===== src/rtl/serial_add_ctrl.sv =====
// Bit-serial add/subtract controller: shares one full-adder cell across a
// WIDTH-bit operation, LSB first, with valid/ready handshakes on both sides.
module serial_add_ctrl #(
  parameter  int WIDTH = 8,
  localparam int CNT_W = $clog2(WIDTH)
) (
  input  logic             clk,
  input  logic             rst_n,
  input  logic             in_valid,
  output logic             in_ready,
  input  logic [WIDTH-1:0] a,
  input  logic [WIDTH-1:0] b,
  input  logic             sub,
  output logic             out_valid,
  input  logic             out_ready,
  output logic [WIDTH-1:0] sum,
  output logic             carry_out,
  output logic             overflow
);

  typedef enum logic [1:0] {
    IDLE = 2'd0,
    RUN  = 2'd1,
    DONE = 2'd2
  } state_t;

  state_t           state_q;
  logic [WIDTH-1:0] sa_q;
  logic [WIDTH-1:0] sb_q;
  logic [WIDTH-1:0] acc_q;
  logic [WIDTH-1:0] sum_q;
  logic [CNT_W-1:0] cnt_q;
  logic             carry_q;
  logic             cout_q;
  logic             ovf_q;
  logic             in_ready_q;
  logic             out_valid_q;

  logic             cell_sum;
  logic             cell_carry;
  logic             last_bit;

  // Shared 1-bit full-adder cell fed from the operand LSBs and the carry FF.
  always_comb begin
    cell_sum   = sa_q[0] ^ sb_q[0] ^ carry_q;
    cell_carry = (sa_q[0] & sb_q[0]) | (sa_q[0] & carry_q) | (sb_q[0] & carry_q);
    last_bit   = (cnt_q == CNT_W'(WIDTH - 1));
  end

  // Controller FSM with datapath shift registers and registered handshake flags.
  always_ff @(posedge clk or negedge rst_n) begin
    if (!rst_n) begin
      state_q     <= IDLE;
      sa_q        <= '0;
      sb_q        <= '0;
      acc_q       <= '0;
      sum_q       <= '0;
      cnt_q       <= '0;
      carry_q     <= 1'b0;
      cout_q      <= 1'b0;
      ovf_q       <= 1'b0;
      in_ready_q  <= 1'b1;
      out_valid_q <= 1'b0;
    end else begin
      case (state_q)
        IDLE: begin
          // Subtraction is A + ~B + 1: invert B and preload the carry with 1.
          if (in_valid) begin
            sa_q       <= a;
            sb_q       <= sub ? ~b : b;
            carry_q    <= sub;
            cnt_q      <= '0;
            state_q    <= RUN;
            in_ready_q <= 1'b0;
          end
        end
        RUN: begin
          sa_q    <= {1'b0, sa_q[WIDTH-1:1]};
          sb_q    <= {1'b0, sb_q[WIDTH-1:1]};
          acc_q   <= {cell_sum, acc_q[WIDTH-1:1]};
          carry_q <= cell_carry;
          cnt_q   <= cnt_q + CNT_W'(1);
          if (last_bit) begin
            // carry_q here is the carry into the MSB; cell_carry is the carry out.
            sum_q       <= {cell_sum, acc_q[WIDTH-1:1]};
            cout_q      <= cell_carry;
            ovf_q       <= carry_q ^ cell_carry;
            state_q     <= DONE;
            out_valid_q <= 1'b1;
          end
        end
        DONE: begin
          if (out_ready) begin
            state_q     <= IDLE;
            out_valid_q <= 1'b0;
            in_ready_q  <= 1'b1;
          end
        end
        default: begin
          state_q     <= IDLE;
          out_valid_q <= 1'b0;
          in_ready_q  <= 1'b1;
        end
      endcase
    end
  end

  assign in_ready  = in_ready_q;
  assign out_valid = out_valid_q;
  assign sum       = sum_q;
  assign carry_out = cout_q;
  assign overflow  = ovf_q;

endmodule


===== config.mk =====
export PLATFORM = sky130hd
export DESIGN_NAME = serial_add_ctrl
export DESIGN_NICKNAME = d
export VERILOG_FILES = /design/src/rtl/serial_add_ctrl.sv
export SDC_FILE = /design/constraint.sdc
export NUM_CORES = 1
export LEC_CHECK = 0
export BUFFER_PORTS_ARGS = -buffer_cell sky130_fd_sc_hd__buf_2
export CAP_MARGIN = 20
export CORE_ASPECT_RATIO = 0.7
export CORE_UTILIZATION = 51
export DETAILED_ROUTE_END_ITERATION = 7
export HOLD_SLACK_MARGIN = 0.1
export PLACE_DENSITY = 0.72
export SYNTH_ARGS = -nofsm -noshare
export SYNTH_HDL_FRONTEND = slang
export SYNTH_SLANG_ARGS = --single-unit

===== constraint.sdc =====
create_clock -name clk -period 1.85 [get_ports clk]
set_input_delay 0.185 -clock clk [delete_from_list [all_inputs] [get_ports clk]]
set_output_delay 0.185 -clock clk [all_outputs]
set_load 0.02 [all_outputs]

==> qor.txt <==
initial antenna violation count: 0
total CTS buffers: 5
Final period util: 0.833
First DRT Iteration DRCs: 66
CTS tree: yes
critical path peak fanout: 19
initial cell density of the core: 0.563
first-pass GRT wire length: 5440 um
Final Hold Slack: 0.148 ns
CP max-delay cell: dfrtp_1
crit start category: flip-flop
drt via density: 5.21
Post-Synthesis Net Count: 175
CP arrival: 1.71 ns
Clock Skew: 0.00862 ns
CTS max path bufs: 2
crit path cell chain: or3b_1 > nor2_1 > a221o_2
Ys Warns: 0
first-pass iteration count of the detailed router: 4
setup TNS: 0 ns
Final Critical Period: 1.54 ns
Seq/Total Area, Yosys: 0.553
max_cap viols: 0
Core ar.: 3300 sq um
met2 GRT Util: 0.303
grt met1 use: 0.264
ratio of cells with drive above 1 in the final layout: 0.376
CTS H-tree lvls: 2
via count: 1215
peak supply drop: 0.692 mV
vias in the first global route: 1178
Residual DRC: 0
Synth cell types: 32
final WL: 3320 um
Fmax: 649 MHz
synth top area cells: dfrtp_1 (54%), mux2_2 (9.7%), xnor2_1 (3.8%)
Yosys reg bits: 41
largest net degree at the start of global routing: 42
routability cong.: 0.783
I/O Buffers: 32
fin cells: 233
Slew @ Worst Pin: 0.527 ns
Final setup viols: 0
Avg Inst Size Synth: 12.3 sq um
clock latency on the worst-skew pair: 0.29 ns
clock slew at reported path FFs: 0.08 ns
antenna viol nets, final: 0
grt total ovfl: 0
Worst EP required: 2.02 ns
CTS root buf: clkbuf_8
CTS Hold Bufs: 1
Post-CTS Setup Bufs: 0
Lkg Pwr: 1.00 nW
CP peak stage delay: 0.68 ns
CP endpoint kind: flip-flop
Max-slew headroom: 0.648
DP Cell Count: 224
synth-to-layout area growth: 14.8%
cell area power density: 1620 nW/um^2
Hold WC Path Type: primary input to flip-flop
GRT busiest layer: met2
Final Hold Fails: 0
Yosys top cell area share: 0.539
Fillers: 268
status: complete, no violations
WL/cell: 14.2 um
Synth Cell Area: 1860 sq um
Storage cell area: 1030 sq um
RSZ-0062 raised after global routing: no
hpwl dp: 2350 um
global-route usage over all layers: 0.194
Synth Instances: 151
Die Ht: 52.5 um
CTS resizes: 0
DIE AREA: 3890 sq um
Setup CP Type: flip-flop to flip-flop
fin util: 0.647
multi-input logic area: 748 sq um
Final Max Slew Viols: 0
io pins: 33
Overall Power: 0.00345 W
met3 usage: 0.0538
n_diodes: 0
clk sinks: 41
Die W: 74.1 um
Site Rows: 17
leading area contributor after synthesis: dfrtp_1
fin nets: 209
-- placed cells by master, fill, tap and decap left out, types with 6 or more instances in the layout --
| cell type | instances |
|---|---|
| nor2_1 | 9 |
| dfrtp_1 | 40 |
| xnor2_1 | 8 |
| o21ai_0 | 11 |
| buf_2 | 32 |
| a221o_2 | 6 |
| a22oi_1 | 6 |
| nand2_1 | 14 |
| mux2_2 | 16 |
-- worst paths after layout --
kind,depth (start not counted),start,endpoint,slack [ns]
max,3,state_q[1]$_DFFE_PN0P_,sb_q[6]$_DFFE_PN0P_,0.31
min,3,out_ready,in_ready$_DFFE_PN1P_,0.15
max reg2reg,3,state_q[1]$_DFFE_PN0P_,sb_q[6]$_DFFE_PN0P_,0.31
min reg2reg,2,overflow$_DFFE_PN0P_,overflow$_DFFE_PN0P_,0.48
max in group asynchronous,3,rst_n,in_ready$_DFFE_PN1P_,0.96
min in group asynchronous,3,rst_n,sa_q[6]$_DFFE_PN0P_,0.53
-- sequential cells by signal (all words and copies together), names as in the netlist --
signal	flops
acc_q	7
carry_out	1
carry_q	1
cnt_q	3
in_ready	1
out_valid	1
overflow	1
sa_q	8
sb_q	8
state_q	2
sum	8
-- layer usage --
| metal | share of wire | vias up |
|---|---|---|
| met4 | 0.0072 | 0 |
| met5 | 0 | - |
| met1 | 0.49 | 590 |
| met3 | 0.038 | 4 |
| li1 | - | 595 |
| met2 | 0.47 | 26 |
-- area by class of cell --
class / count / area share
Timing Repair Buffer: 38 / 0.0974
Sequential cell: 41 / 0.482
Inverter: 1 / 0.00176
Clock buffer: 5 / 0.0323
Clock inverter: 3 / 0.00822
Tap cell: 47 / 0.0276
Multi-Input combinational cell: 98 / 0.351
-- kinds of logic (layout without fill, tap and decap cells) --
kind of cell | count (synthesis) | after routing | share of synthesized area
buf+inv | 12 | 47 | 0.0438
mux | 17 | 17 | 0.103
flops | 41 | 41 | 0.553
compound gates | 35 | 35 | 0.138
simple gates | 34 | 34 | 0.0950
fa+ha+maj | 3 | 3 | 0.0243
xor+xnor | 9 | 9 | 0.0425
-- report_power, final --
group	total (W)	switching, W	internal (W)
Sequential	0.00158	0.000279	0.00130
Clock	0.000569	0.000309	0.000260
Combinational	0.00130	0.000637	0.000665
-- critical path, delay by kind of cell (launching register included) --
kind            cells  cell delay [ns]
compound gates      1             0.31
flops               1             0.68
simple gates        2             0.44
-- Yosys cell counts --
| library cell | number |
|---|---|
| buf_6 | 3 |
| nor3_1 | 1 |
| mux2_2 | 16 |
| a22o_1 | 2 |
| dfrtp_1 | 40 |
| a21oi_1 | 5 |
| or3b_1 | 1 |
| ha_1 | 2 |
| xnor2_1 | 8 |
| a22oi_1 | 6 |
| buf_2 | 4 |
| o21bai_4 | 1 |
| o21ai_0 | 11 |
| a221o_2 | 6 |
| clkbuf_2 | 1 |
| dfstp_2 | 1 |
| o21ai_1 | 1 |
| nor2b_1 | 4 |
| buf_4 | 2 |
| or2b_1 | 1 |
| nand3b_4 | 1 |
| a221o_1 | 1 |
| fa_1 | 1 |
| nor2_1 | 9 |
| mux2_1 | 1 |
| clkbuf_1 | 1 |
| a31oi_1 | 2 |
| xor2_1 | 1 |
| nand2b_1 | 1 |
| nand2_1 | 14 |
| inv_1 | 1 |
| and3b_1 | 2 |
-- through the flow --
step / setup WS [ns] / instance area (sq um)
after floorplan: 0.329 / 1860
after global placement: 0.388 / 2040
final: 0.308 / 2130
after CTS: 0.315 / 2130
after global routing: 0.218 / 2130
after detailed placement: 0.329 / 2040
(Power assumes the default switching activity.)
